===== config.mk =====
export PLATFORM = sky130hd
export DESIGN_NAME = wb_region_mux
export DESIGN_NICKNAME = d
export VERILOG_FILES = /design/src/rtl/wb_region_mux.sv
export SDC_FILE = /design/constraint.sdc
export NUM_CORES = 1
export LEC_CHECK = 0
export ABC_AREA = 1
export ABC_CLOCK_PERIOD_IN_PS = 4400
export BUFFER_PORTS_ARGS = -buffer_cell sky130_fd_sc_hd__buf_2
export CORE_UTILIZATION = 51
export DETAILED_ROUTE_END_ITERATION = 16
export GPL_TIMING_DRIVEN = 0
export PLACE_DENSITY = 0.84
export SETUP_SLACK_MARGIN = 0.05
export SLEW_MARGIN = 5
export SYNTH_ARGS = -nofsm -noshare
export SYNTH_HDL_FRONTEND = slang
export SYNTH_SLANG_ARGS = --single-unit

===== constraint.sdc =====
create_clock -name sys_clk -period 4.4 [get_ports sys_clk]
set_input_delay 0.22 -clock sys_clk [delete_from_list [all_inputs] [get_ports sys_clk]]
set_output_delay 0.22 -clock sys_clk [all_outputs]
set_load 0.02 [all_outputs]

===== src/rtl/wb_region_mux.sv =====
// Wishbone address-region demux: decodes one master request to one of NSLV slave channels
// (or a default channel), forwards it registered, and returns ack/data or a timeout error.
module wb_region_mux #(
    parameter int unsigned          NSLV        = 2,
    parameter int unsigned          DW          = 32,
    parameter logic [NSLV*32-1:0]   REGION_BASE = {32'h0340_0000, 32'h0330_0000},
    parameter logic [NSLV*32-1:0]   REGION_MASK = {32'hFFFF_0000, 32'hFFFF_0000},
    parameter int unsigned          TIMEOUT     = 255,
    parameter logic [31:0]          ERR_DATA    = 32'hDEAD_BEEF
) (
    input  logic                   sys_clk,
    input  logic                   reset_n,
    input  logic [31:0]            m_adr,
    input  logic [DW-1:0]          m_dat_w,
    input  logic [DW/8-1:0]        m_sel,
    input  logic                   m_we,
    input  logic                   m_cyc,
    input  logic                   m_stb,
    output logic [DW-1:0]          m_dat_r,
    output logic                   m_ack,
    output logic                   m_err,
    output logic [31:0]            s_adr,
    output logic [DW-1:0]          s_dat_w,
    output logic [DW/8-1:0]        s_sel,
    output logic                   s_we,
    output logic [NSLV:0]          s_stb,
    input  logic [NSLV:0]          s_ack,
    input  logic [(NSLV+1)*DW-1:0] s_dat_r,
    output logic [7:0]             err_cnt
);

    localparam int unsigned       CW        = $clog2(NSLV + 1);
    localparam logic [15:0]       TimerLast = 16'(TIMEOUT - 1);
    localparam logic [DW-1:0]     ErrData   = DW'(ERR_DATA);

    typedef enum logic [1:0] {StIdle, StReq, StResp} state_e;

    state_e          state_q, state_d;
    logic [CW-1:0]   chan_q, chan_d, dec_chan;
    logic [15:0]     timer_q, timer_d;
    logic            err_q, err_d;
    logic [7:0]      err_cnt_q, err_cnt_d;
    logic [DW-1:0]   dat_r_q, dat_r_d;
    logic [31:0]     adr_q, adr_d;
    logic [DW-1:0]   dat_w_q, dat_w_d;
    logic [DW/8-1:0] sel_q, sel_d;
    logic            we_q, we_d;
    logic            sel_ack;
    logic [DW-1:0]   sel_dat;

    // Walk downwards so the lowest-numbered hitting region overrides the rest.
    always_comb begin
        dec_chan = CW'(NSLV);
        for (int i = int'(NSLV) - 1; i >= 0; i--) begin
            if ((m_adr & REGION_MASK[i*32 +: 32]) == REGION_BASE[i*32 +: 32]) begin
                dec_chan = CW'(i);
            end
        end
    end

    assign sel_ack = s_ack[chan_q];
    assign sel_dat = s_dat_r[int'(chan_q)*DW +: DW];

    always_comb begin
        state_d   = state_q;
        chan_d    = chan_q;
        timer_d   = timer_q;
        err_d     = err_q;
        err_cnt_d = err_cnt_q;
        dat_r_d   = dat_r_q;
        adr_d     = adr_q;
        dat_w_d   = dat_w_q;
        sel_d     = sel_q;
        we_d      = we_q;
        unique case (state_q)
            StIdle: begin
                if (m_cyc && m_stb && !m_ack && !m_err) begin
                    adr_d   = m_adr;
                    dat_w_d = m_dat_w;
                    sel_d   = m_sel;
                    we_d    = m_we;
                    chan_d  = dec_chan;
                    timer_d = '0;
                    state_d = StReq;
                end
            end
            StReq: begin
                // Abort beats a coincident ack; ack beats a coincident timeout.
                if (!m_cyc) begin
                    state_d = StIdle;
                end else if (sel_ack) begin
                    dat_r_d = sel_dat;
                    err_d   = 1'b0;
                    state_d = StResp;
                end else if (timer_q == TimerLast) begin
                    dat_r_d = ErrData;
                    err_d   = 1'b1;
                    if (err_cnt_q != 8'hFF) begin
                        err_cnt_d = err_cnt_q + 8'd1;
                    end
                    state_d = StResp;
                end else begin
                    timer_d = timer_q + 16'd1;
                end
            end
            StResp:  state_d = StIdle;
            default: state_d = StIdle;
        endcase
    end

    always_ff @(posedge sys_clk or negedge reset_n) begin
        if (!reset_n) begin
            state_q   <= StIdle;
            chan_q    <= '0;
            timer_q   <= '0;
            err_q     <= 1'b0;
            err_cnt_q <= '0;
            dat_r_q   <= '0;
            adr_q     <= '0;
            dat_w_q   <= '0;
            sel_q     <= '0;
            we_q      <= 1'b0;
        end else begin
            state_q   <= state_d;
            chan_q    <= chan_d;
            timer_q   <= timer_d;
            err_q     <= err_d;
            err_cnt_q <= err_cnt_d;
            dat_r_q   <= dat_r_d;
            adr_q     <= adr_d;
            dat_w_q   <= dat_w_d;
            sel_q     <= sel_d;
            we_q      <= we_d;
        end
    end

    always_comb begin
        s_stb = '0;
        if (state_q == StReq) begin
            s_stb[chan_q] = 1'b1;
        end
    end

    assign m_ack   = (state_q == StResp) && !err_q;
    assign m_err   = (state_q == StResp) && err_q;
    assign m_dat_r = dat_r_q;
    assign s_adr   = adr_q;
    assign s_dat_w = dat_w_q;
    assign s_sel   = sel_q;
    assign s_we    = we_q;
    assign err_cnt = err_cnt_q;

endmodule


Word level (Yosys, flattened, before mapping)
Index checks and enable logic that the tools add are counted.
- bits in registers: 130
- logic and storage cells: 65
- bits of input ports: 172
- $lt $le $gt $ge: 2
- add/subtract/negate cells: 2
- reductions and logical operators: 17
- mux-type cells: 21
- bitwise gates (word level): 1
- shift operators: 1
- eq/ne operators: 11
- operators with widths (operator ; count):
    96-bit by 8-bit indexed part select with 32-bit output ; 1
    16-bit two-way mux ; 4
    32-bit two-way mux ; 2
    16-bit by 10-bit == test with 1-bit output, second input constant ; 2
    16-bit one-hot mux with 2 select lines ; 1
    16-bit by 1-bit adder with 16-bit output, second input constant ; 1
    16-bit by 8-bit == test with 1-bit output, second input constant ; 1
    2-bit two-way mux ; 6
    5-bit AND reduction ; 2
    8-bit by 1-bit adder with 8-bit output, second input constant ; 1
    2-bit != test, second input constant ; 4
    8-bit != test, second input constant ; 1
    1-bit logical AND ; 6
    1-bit two-way mux ; 4
    4-bit != test, second input constant ; 1
    2-bit one-hot mux with 2 select lines ; 1
    2-bit AND reduction ; 2
    2-bit nonzero test ; 2
    1-bit logical NOT ; 3
    2-bit by 3-bit < comparator with 1-bit output, second input constant ; 1
    3-bit two-way mux ; 1
    3-bit AND reduction ; 1
    1-bit binary-select mux with 2-bit select ; 1
    1-bit demux with 2-bit select ; 1
    5 further kinds ; 5

Logic depth before layout (Yosys ltp)
- depth in word-level cells: 7
- mapped depth: 12
- gate-level depth less buffers: 11

Worst setup path before layout
No wires, ideal clock.
- path type: register -> register
- from: register err_cnt_q[0], in the netlist err_cnt[0]
- to: register err_cnt_q[0], in the netlist err_cnt[0]
- data arrival time: 1.520 ns
- path slack: 2.763 ns
- buffers on the path: 0
- data required time: 4.282 ns
- clock period less this slack: 1.637 ns
- cell stages (with the launch flop): 10
- cells stage by stage: dfrtp_1 -> ha_1 -> inv_1 -> nor2_1 -> nand2_1 -> o21ai_0 -> nor2_1 -> nand2_2 -> nand2_1 -> nand2_1
- cells in the longest elaborated chain, start to end: 2
- elaborated cells between the ends (all ways): 3
- ends and longest elaborated chain (item ; line ; text):
    start, declared ; 42 ; logic [7:0] err_cnt_q, err_cnt_d;
    start signal, assigned ; 128 ; err_cnt_q <= err_cnt_d;
    parallel branches: the longest is 2 deep, another holds 8-bit by 1-bit adder with 8-bit output ; - ;
Several ways; the timed one is not identified.
A chain may end at the register's enable or synchronous reset.

Worst setup path after layout
- from: register state_q[1]
- to: output s_stb[1]
- cells in the longest elaborated chain, start to end: 2
- ends and longest elaborated chain (item ; line ; text):
    start, declared ; 38 ; state_e state_q, state_d;
    start signal, assigned ; 113 ; state_q <= StIdle;
    start signal, assigned ; 124 ; state_q <= state_d;
    2-bit by 1-bit == test with 1-bit output ; 139 ; if (state_q == StReq) begin
    3-bit two-way mux ; 139 ;
    end, declared ; 26 ; output logic [NSLV:0] s_stb,
Every way passes these cells.

==> impl_summary.log <==
INFO  metric placed_cell_area = 8073 um2
INFO  metric buffer_ports.inserted = 285
INFO  metric hold_path.startpoint = m_sel[2]
INFO  metric hpwlAfterDp = 14.89 mm
INFO  metric cts_buffer_depth = 2
INFO  metric clk_root_buffer_cell = sky130_fd_sc_hd__clkbuf_16
INFO  metric ctsResizeCount = 0
INFO  metric cts_max_level = 4
INFO  metric setup_repair_after_global_routing_missed_its_margin = no
INFO  metric finalHoldViolations = 0
INFO  metric die_w = 114.0 um
INFO  metric grt_use_total = 0.3554
INFO  metric whs_path_cells = 3
INFO  metric normalized_max_slew_margin = 0.6299
INFO  metric syn_area = 6402 um2
INFO  metric multiInputGateArea = 2816 um2
INFO  metric postSynthRegisterBits = 130
INFO  metric grt_pass1_wl = 35.16 mm
INFO  metric worst-endpoint-arrival = 2.10 ns
INFO  metric final_period_minus_worst_setup_slack = 2.323 ns
INFO  metric r2r_start = timer_q[0]
INFO  metric final_min_period_over_clock_period = 0.5279
INFO  metric worstHoldPathType = in -> reg
INFO  metric drt_drc_violations_left = 0
INFO  metric fin_area = 9062 um2
INFO  metric crit_path_max_fanout = 10
INFO  metric fp.dieArea = 13,010 um2
INFO  metric report.final.setup_viol = 0
INFO  metric dr.pass1.iters = 5
INFO  metric clock_insertion_delay_worst_skew = 0.42 ns
INFO  metric antenna_found_initial = 1
INFO  metric drive_gt1_frac = 0.2842
INFO  metric crit_path_start_kind = flop
INFO  metric synth_top_cells_by_area = sky130_fd_sc_hd__dfrtp_1 (51%), sky130_fd_sc_hd__nand2_1 (22%), sky130_fd_sc_hd__nand3_1 (8.6%), sky130_fd_sc_hd__nor2_1 (4.3%), sky130_fd_sc_hd__nand4_1 (2.6%)
INFO  metric cp_data_required_time = 4.18 ns
INFO  metric yosysWarningCount = 0
INFO  metric synth_area_leader_cell = sky130_fd_sc_hd__dfrtp_1
INFO  metric synthesis.instances = 854
INFO  metric die-height = 114.0 um
INFO  metric clock_sinks = 130
INFO  metric via_count_of_the_first_global_routing_pass = 7,108
INFO  metric totalWireLength = 22.58 mm
INFO  metric design.portCount = 286
INFO  metric sequential_cell_area_fraction_in_the_yosys_report = 0.5081
INFO  metric route.detailed.wl_per_inst = 16.32 um
INFO  metric rr_worst_depth = 9
INFO  metric gp_congestion = 0.9370
INFO  metric fillCellCount = 886
INFO  metric ctsHoldBuffers = 42
INFO  metric critPathKind = reg -> out
INFO  metric area_growth = 41.55%
INFO  metric reg2reg_to = err_cnt[4]
INFO  metric grt_overflow_total = 0
INFO  metric antenna_violating_nets_post_route = 0
INFO  metric power_density = 495.1 nW/um2
INFO  metric fin_setup_tns = 0 ns
INFO  metric core_footprint = 12,110 um2
INFO  metric fmax = 430.5 MHz
INFO  metric grt_start_max_net_pins = 95
INFO  metric synth.net_count = 1,029
INFO  metric cts_buffers = 17
INFO  metric synth_cell_types = 27
INFO  metric layout.area.seq = 3253 um2
INFO  metric finClkSkew = 0.005821 ns
INFO  metric synth_top_area_frac = 0.5081
INFO  metric clock_tree_from_tritoncts = built
INFO  metric report.final.slew_viol_count = 0
INFO  metric maxCapViolCount = 0
INFO  metric path_clk_slew = 0.06 ns
INFO  metric num_rows = 40
INFO  metric nets = 1,376
INFO  metric timing.hold.worst_endpoint = s_sel[2]
INFO  metric num_vias = 7,414
INFO  metric maximum_vdd_ir_drop = 0.3165 mV
INFO  metric average_cell_area_after_synthesis = 7.497 um2
INFO  metric cellLeakagePower = 4.973 nW
INFO  metric dr.first_iter.drc_count = 778
INFO  metric rrSetupSlack = 2.49 ns
INFO  metric vias_per_cell = 5.361
INFO  metric postCtsSetupRepairBufs = 0
INFO  metric initial_utilization = 0.5286
INFO  metric status = complete, no violations
INFO  metric worstMarginPinSlew = 0.5531 ns
INFO  metric cp-end-kind = output pin
critical path: stages, from the launching register on:
cell                       delay, ns
sky130_fd_sc_hd__dfrtp_1        0.40
sky130_fd_sc_hd__nor2_1         0.33
sky130_fd_sc_hd__inv_1          0.23
sky130_fd_sc_hd__clkbuf_1       0.30
sky130_fd_sc_hd__nor3_1         0.21
sky130_fd_sc_hd__buf_2          0.21
cell families after synthesis:
logic type	count (synthesis)	share of synthesized area
buf+inv	79	0.05198
flops	130	0.5081
fa+ha+maj	3	0.005863
xor+xnor	8	0.01094
compound gates	22	0.01720
simple gates	612	0.4059
state kept, by name, summed over array words and instances (netlist names):
signal	flops
err_q	1
s_we	1
chan_q	2
m_dat_r	32
s_dat_w	32
s_sel	4
s_adr	32
timer_q	16
state_q	2
err_cnt	8
metal layers:
layer	vias up	share of wire	track usage
li1	3410	-	-
met1	3464	0.37	0.4076
met2	454	0.49	0.5899
met3	86	0.089	0.09883
met4	0	0.053	0.2216
met5	-	0	0
cells in the mapped netlist, drive strengths merged:
library cell  count
nand4            27
buf              16
ha                3
clkbuf           25
nand3b            3
nor2             78
dfrtp           130
a21oi             3
nor3              6
clkinv            1
nor3b             1
xnor2             3
nand3           113
nand2           384
inv              37
xor2              5
o21ai            19
power breakdown:
group / internal, mW / switching (mW) / total [mW] / leakage (nW)
Clock: 0.826 / 0.532 / 1.36 / 0.282
Sequential: 1.49 / 0.181 / 1.68 / 1.64
Combinational: 0.480 / 0.973 / 1.45 / 3.05
metrics by stage:
step / total power [mW] / util / hold WS (ns) / setup slack (ns) / std cells
2_1_floorplan: 2.474 / - / -0.07559 / 2.763 / 854
3_3_place_gp: 3.020 / 0.6637 / 0.4118 / 1.389 / 1307
3_5_place_dp: 3.052 / 0.6665 / 0.1435 / 2.490 / 1308
4_1_cts: 4.441 / 0.7480 / 0.0001805 / 2.087 / 1382
5_1_grt: 4.684 / 0.7482 / 0.005965 / 1.982 / 1383
6_report: 4.487 / 0.7482 / 0.003716 / 2.077 / 1383
placed cells by master (no fill, tap or decap), types with 17 or more instances in the layout:
| cell type | instances |
|---|---|
| sky130_fd_sc_hd__nand2_1 | 379 |
| sky130_fd_sc_hd__buf_2 | 292 |
| sky130_fd_sc_hd__dfrtp_1 | 130 |
| sky130_fd_sc_hd__nand3_1 | 110 |
| sky130_fd_sc_hd__nor2_1 | 74 |
| sky130_fd_sc_hd__dlygate4sd3_1 | 42 |
| sky130_fd_sc_hd__inv_1 | 35 |
| sky130_fd_sc_hd__nand4_1 | 27 |
| sky130_fd_sc_hd__clkbuf_1 | 25 |
| sky130_fd_sc_hd__o21ai_0 | 19 |
| sky130_fd_sc_hd__clkbuf_16 | 17 |
worst max-delay path by stage:
stage | start | end | slack (ns)
3_3_place_gp | reset_n | s_dat_w[24] | 1.39
6_report | state_q[1] | s_stb[1] | 2.08
3_5_place_dp | timer_q[0] | err_cnt[5] | 2.49
4_1_cts | state_q[1] | s_stb[1] | 2.09
5_1_grt | state_q[1] | s_stb[1] | 1.98
2_1_floorplan | err_cnt[0] | err_cnt[0] | 2.76
area by class of cell:
| class | count | share of cell area |
|---|---|---|
| flip-flops and latches | 130 | 0.3590 |
| diodes | 1 | 0.0002761 |
| well taps | 168 | 0.02319 |
| clock inverters | 15 | 0.01560 |
| multi-input cells | 645 | 0.3108 |
| repair buffers | 328 | 0.2075 |
| clock buffers | 17 | 0.04694 |
| inverters | 38 | 0.01574 |
| plain buffers | 41 | 0.02099 |
Power figures use the tool's default switching activity.
